===== config.mk =====
export PLATFORM = sky130hd
export DESIGN_NAME = sdp_ram_be
export DESIGN_NICKNAME = d
export VERILOG_FILES = /design/src/rtl/sdp_ram_be.sv
export SDC_FILE = /design/constraint.sdc
export NUM_CORES = 1
export LEC_CHECK = 0
export CORE_MARGIN = 4
export CORE_UTILIZATION = 65
export CTS_BUF_LIST = sky130_fd_sc_hd__clkbuf_4 sky130_fd_sc_hd__clkbuf_8
export CTS_CLUSTER_SIZE = 8
export DETAILED_ROUTE_END_ITERATION = 7
export GPL_TIMING_DRIVEN = 0
export PLACE_DENSITY = 0.92
export SYNTH_ARGS = -nofsm -noshare
export SYNTH_HDL_FRONTEND = slang
export SYNTH_SLANG_ARGS = --single-unit

===== constraint.sdc =====
create_clock -name clk -period 3.4 [get_ports clk]
set_input_delay 0.68 -clock clk [delete_from_list [all_inputs] [get_ports clk]]
set_output_delay 0.68 -clock clk [all_outputs]
set_load 0.02 [all_outputs]

===== src/rtl/sdp_ram_be.sv =====
// Simple dual-port RAM with one write port, one read port and a shared clock.
// Features: per-byte write enables, a read latency of 1 or 2 with a valid
// flag, selectable read-during-write behaviour, and an optional
// clear-after-reset sequencer.
module sdp_ram_be #(
  parameter int DATA_WIDTH     = 32,
  parameter int BYTE_WIDTH     = 8,
  parameter int ADDR_WIDTH     = 4,
  parameter int DEPTH          = 1 << ADDR_WIDTH,
  parameter int RD_LATENCY     = 1,
  parameter int WRITE_FIRST    = 0,
  parameter int CLEAR_ON_RESET = 1
) (
  input  logic                             clk,
  input  logic                             rst,
  input  logic                             wr_en,
  input  logic [ADDR_WIDTH-1:0]            wr_addr,
  input  logic [DATA_WIDTH/BYTE_WIDTH-1:0] wr_be,
  input  logic [DATA_WIDTH-1:0]            wr_data,
  input  logic                             rd_en,
  input  logic [ADDR_WIDTH-1:0]            rd_addr,
  output logic [DATA_WIDTH-1:0]            rd_data,
  output logic                             rd_valid,
  output logic                             init_busy
);

  localparam int NB = DATA_WIDTH / BYTE_WIDTH;
  localparam logic [ADDR_WIDTH-1:0] LAST_ADDR = ADDR_WIDTH'(DEPTH - 1);

  typedef enum logic {CLEAR, READY} state_t;
  localparam state_t RESET_STATE = (CLEAR_ON_RESET != 0) ? CLEAR : READY;

  logic [DATA_WIDTH-1:0] mem [DEPTH];

  state_t                state_q, state_d;
  logic [ADDR_WIDTH-1:0] clr_cnt_q, clr_cnt_d;
  logic                  s1_valid_q, s1_valid_d;
  logic [DATA_WIDTH-1:0] s1_data_q, s1_data_d;
  logic                  s2_valid_q, s2_valid_d;
  logic [DATA_WIDTH-1:0] s2_data_q, s2_data_d;

  logic                  mem_we;
  logic [ADDR_WIDTH-1:0] mem_waddr;
  logic [DATA_WIDTH-1:0] mem_wdata;
  logic [NB-1:0]         mem_wbe;

  logic                  wr_in_range;
  logic                  rd_in_range;
  logic                  collide;
  logic [DATA_WIDTH-1:0] rd_word;
  logic [DATA_WIDTH-1:0] merged_word;

  // Addresses at or beyond DEPTH fall outside the array and never touch it.
  assign wr_in_range = 32'(wr_addr) < DEPTH;
  assign rd_in_range = 32'(rd_addr) < DEPTH;
  assign rd_word     = rd_in_range ? mem[rd_addr] : '0;
  assign collide     = wr_en && wr_in_range && (wr_addr == rd_addr);

  // Word as it will look after this cycle's write: enabled lanes are taken
  // from wr_data and the remaining lanes from the stored word.
  for (genvar gi = 0; gi < NB; gi++) begin : g_lane
    assign merged_word[gi*BYTE_WIDTH +: BYTE_WIDTH] =
      wr_be[gi] ? wr_data[gi*BYTE_WIDTH +: BYTE_WIDTH]
                : rd_word[gi*BYTE_WIDTH +: BYTE_WIDTH];
  end

  // Next state: clear sequencer, write-port steering and read pipeline.
  always_comb begin
    state_d    = state_q;
    clr_cnt_d  = clr_cnt_q;
    mem_we     = 1'b0;
    mem_waddr  = wr_addr;
    mem_wdata  = wr_data;
    mem_wbe    = wr_be;
    s1_valid_d = 1'b0;
    s1_data_d  = s1_data_q;       // data holds between reads
    s2_valid_d = s1_valid_q;      // second stage is a plain copy
    s2_data_d  = s1_data_q;
    case (state_q)
      CLEAR: begin
        // One zero word per cycle; user requests are ignored here.
        mem_we    = 1'b1;
        mem_waddr = clr_cnt_q;
        mem_wdata = '0;
        mem_wbe   = '1;
        clr_cnt_d = clr_cnt_q + ADDR_WIDTH'(1);
        if (clr_cnt_q == LAST_ADDR) begin
          state_d   = READY;
          clr_cnt_d = '0;
        end
      end
      READY: begin
        mem_we = wr_en && wr_in_range;
        if (rd_en) begin
          s1_valid_d = 1'b1;
          if (!rd_in_range)
            s1_data_d = '0;
          else if ((WRITE_FIRST != 0) && collide)
            s1_data_d = merged_word;
          else
            s1_data_d = rd_word;
        end
      end
      default: state_d = RESET_STATE;
    endcase
  end

  // Control and read-pipeline registers, cleared asynchronously.
  always_ff @(posedge clk or posedge rst) begin
    if (rst) begin
      state_q    <= RESET_STATE;
      clr_cnt_q  <= '0;
      s1_valid_q <= 1'b0;
      s1_data_q  <= '0;
      s2_valid_q <= 1'b0;
      s2_data_q  <= '0;
    end else begin
      state_q    <= state_d;
      clr_cnt_q  <= clr_cnt_d;
      s1_valid_q <= s1_valid_d;
      s1_data_q  <= s1_data_d;
      s2_valid_q <= s2_valid_d;
      s2_data_q  <= s2_data_d;
    end
  end

  // Storage array with per-lane writes; deliberately has no reset.
  always_ff @(posedge clk) begin
    if (mem_we) begin
      for (int i = 0; i < NB; i++) begin
        if (mem_wbe[i])
          mem[mem_waddr][i*BYTE_WIDTH +: BYTE_WIDTH] <= mem_wdata[i*BYTE_WIDTH +: BYTE_WIDTH];
      end
    end
  end

  assign rd_data   = (RD_LATENCY == 2) ? s2_data_q  : s1_data_q;
  assign rd_valid  = (RD_LATENCY == 2) ? s2_valid_q : s1_valid_q;
  assign init_busy = (state_q == CLEAR);

endmodule


==> out/qor.csv <==
metric,value,unit
Worst Setup Path Type,in -> reg,
drt initial violations,1972,
synth warn,0,
Port Buffers,80,
Util after Layout,0.7597,
Initial Util,0.6649,
post-CTS setup buffer count,0,
"Distinct cells, synth",35,
row cnt,66,
Die Ht,191.1,um
met1 Usage GRT,0.4217,
DIE AREA,36530,um2
Synth Area in XOR/XNOR,0.0004018,
PD cells,565.9,nW/um2
root buf cell,clkbuf_8,
maximum number of pins on one net before global-route repair,21,
Post-Layout Cell Count,2026,
first-pass GRT wire length,83840,um
Worst Path Required,3.63,ns
Top Ports,82,
Synth top area share,0.7054,
Core Region,32780,um2
clk sink count,550,
Final setup viols,0,
Static Leak,8.973,nW
met2 usage,0.4969,
CP arrival,2.90,ns
Worst Slack Setup Final,0.7253,ns
multi-input logic area,4985,um2
Max-cap violations,0,
"Avg Cell Area, Syn",16.16,um2
Final nets,1565,
main flop type after synthesis,edfxtp_1,
dpl ws,0.1948,ns
gr ovfl total,0,
Setup TNS Final,0,ns
"most common cell after layout, fill and taps aside",edfxtp_1,
adder-cell share of the synthesized area,0.0005740,
sequential fraction of the synthesis area,0.7490,
Layout fillers,1797,
syn nets,1398,
worst-margin pin slew,1.207,ns
Routed WL per cell,28.49,um
Post-DRT Antenna Nets,0,
initial antenna violation count,1,
"FF+latch count, synth",550,
Post-CTS Resized,0,
Layout Skew,0.03477,ns
DRC,0,
status,"complete, no violations",
clock slew at reported path FFs,0.06,ns
Clock Tree Buf Depth,3,
placer congestion estimate,0.9824,
cell chain of the critical path,clkdlybuf4s50_1 > o31ai_2 > nand2_2 > nor2_1,
CTS tree,built,
dpl cells,1872,
synthesized instance count,1349,
largest family of logic cells by synthesized area,multiplexers,
met3 Usage GRT,0.09222,
relative slew slack,0.1921,
antenna fix cells,0,
min-delay worst type,in -> async,
vias per std cell,6.600,
CP max stage delay,0.90,ns
unrepaired setup endpoints after global routing,no,
VDD IR-drop max,0.0003443,V
CP max stage cell,nor2_1,
"Slew Viols, Final",0,
Post-synth EDFFs,512,
Synth area leader,edfxtp_1,
Final HPWL DP,36370,um
H-tree depth,3,
"commonest cells after routing, fill and taps aside","512 x edfxtp_1, 256 x mux2i_1, 130 x nand2_1",
Peak Freq,373.9,MHz
share of layout cells above drive strength 1,0.1427,
Area growth syn-to-layout,14.26,%
largest cells by area after synthesis,"edfxtp_1 71%, mux2i_1 12%, dfrtp_1 4.4%",
GRT Max-Usage Layer,met2,
final wirelength,57720,um
Period minus WS final,2.675,ns
# hold bufs at CTS,0,
post-synthesis mux area share,0.1181,
number of buffers created by CTS,84,
die width,191.1,um
post-synthesis compound-gate area fraction,0.03840,
vias,13370,
capturing element type of the critical path,flip-flop,
vias in the first global route,13500,
asr flop ratio synth,0.06909,
total global-route track usage,0.3170,
iteration count of the initial detailed-routing pass,5,
Mapped Area,21800,um2
final worst-path cycle share,0.7867,
Post-Synth Simple-Gate Area,0.07124,
Fin. Hold Viols,0,
FF/Latch Area,16330,um2
startpoint class of the critical path,primary input,
clk_lat worst skew,0.63,ns
Worst Path Max Fanout,8,
## metal layers
| layer | part of all wire | vias to the layer above |
|---|---|---|
| met1 | 0.35 | 6508 |
| met3 | 0.14 | 216 |
| met5 | 0.00021 | - |
| li1 | - | 5509 |
| met4 | 0.043 | 2 |
| met2 | 0.47 | 1137 |
## synthesized netlist by cell type, types with 2 or more instances
library cell  count
a22oi_1          73
o21ai_0           2
buf_6            11
nand4_1          23
dfrtp_1          38
a21oi_1          37
and2_1           33
nand2_2           4
nand2_1         130
nor2b_1           3
clkbuf_1         13
o31ai_2           2
nand3_1          76
nand2b_1          2
mux2i_1         256
buf_4            17
edfxtp_1        512
o21ai_2           2
buf_1             3
buf_2            29
inv_1             3
nor2_1           66
or3_1             2
## power by group
group / total, W / leakage (nW) / switching (W) / internal [W]
registers: 0.00751 / 5.07 / 0.0000385 / 0.00747
clock network: 0.00562 / 0.941 / 0.00253 / 0.00309
logic: 0.000961 / 2.96 / 0.000620 / 0.000342
## layout make-up
class                   instances  area share
inverters                       4   0.0006028
repair buffers                 81     0.03295
flip-flops and latches        550      0.6555
multi-input cells             721      0.2001
clock buffers                 147     0.06717
plain buffers                  74     0.01894
clock inverters                 7    0.002512
well taps                     442     0.02220
## flip-flops by register name, indices dropped and copies added, names as in the netlist
name,cells
state_q,1
clr_cnt_q,4
rd_data,32
mem,512
rd_valid,1
## cells by family (layout without fill, tap and decap cells)
| kind of cell | count (synthesis) | count (layout) |
|---|---|---|
| AO/OA/AOI/OAI | 121 | 121 |
| XOR/XNOR | 1 | 1 |
| adder cells (fa/ha/maj) | 1 | 1 |
| buffers and inverters | 78 | 313 |
| flip-flops | 550 | 550 |
| multiplexers | 257 | 257 |
| AND/OR/NAND/NOR | 341 | 341 |
## path summary, 6_finish.rpt
| path | start | to | slack [ns] | depth (start not counted) |
|---|---|---|---|---|
| min in group clk | rd_data[13] | rd_data[13] | 0.48 | 2 |
| worst max register to register | state_q | mem[3][7] | 0.73 | 6 |
| worst max-delay path | wr_addr[0] | mem[4][31] | 0.73 | 4 |
| max in group asynchronous | rst | rd_valid | 2.35 | 3 |
| worst min-delay path | rst | rd_data[28] | 0.45 | 2 |
| worst min register to register | rd_data[13] | rd_data[13] | 0.48 | 2 |
## worst max-delay path, delay by kind of cell
kind,cells,cell delay (ns)
and+or+nand+nor,2,1.13
AOI/OAI and AO/OA,1,0.52
buffers and inverters,1,0.56
## through the flow
step | power, W | area, um2 | hold slack, ns
final | 0.01409 | 24910 | 0.4522
after floorplan | 0.008160 | 21800 | 0.5362
after detailed placement | 0.008582 | 23170 | 0.4693
after global routing | 0.01444 | 24910 | 0.4813
after global placement | 0.008544 | 23150 | 0.4683
after CTS | 0.01405 | 24910 | 0.4648
No activity file was read; power rests on OpenSTA's default activity.
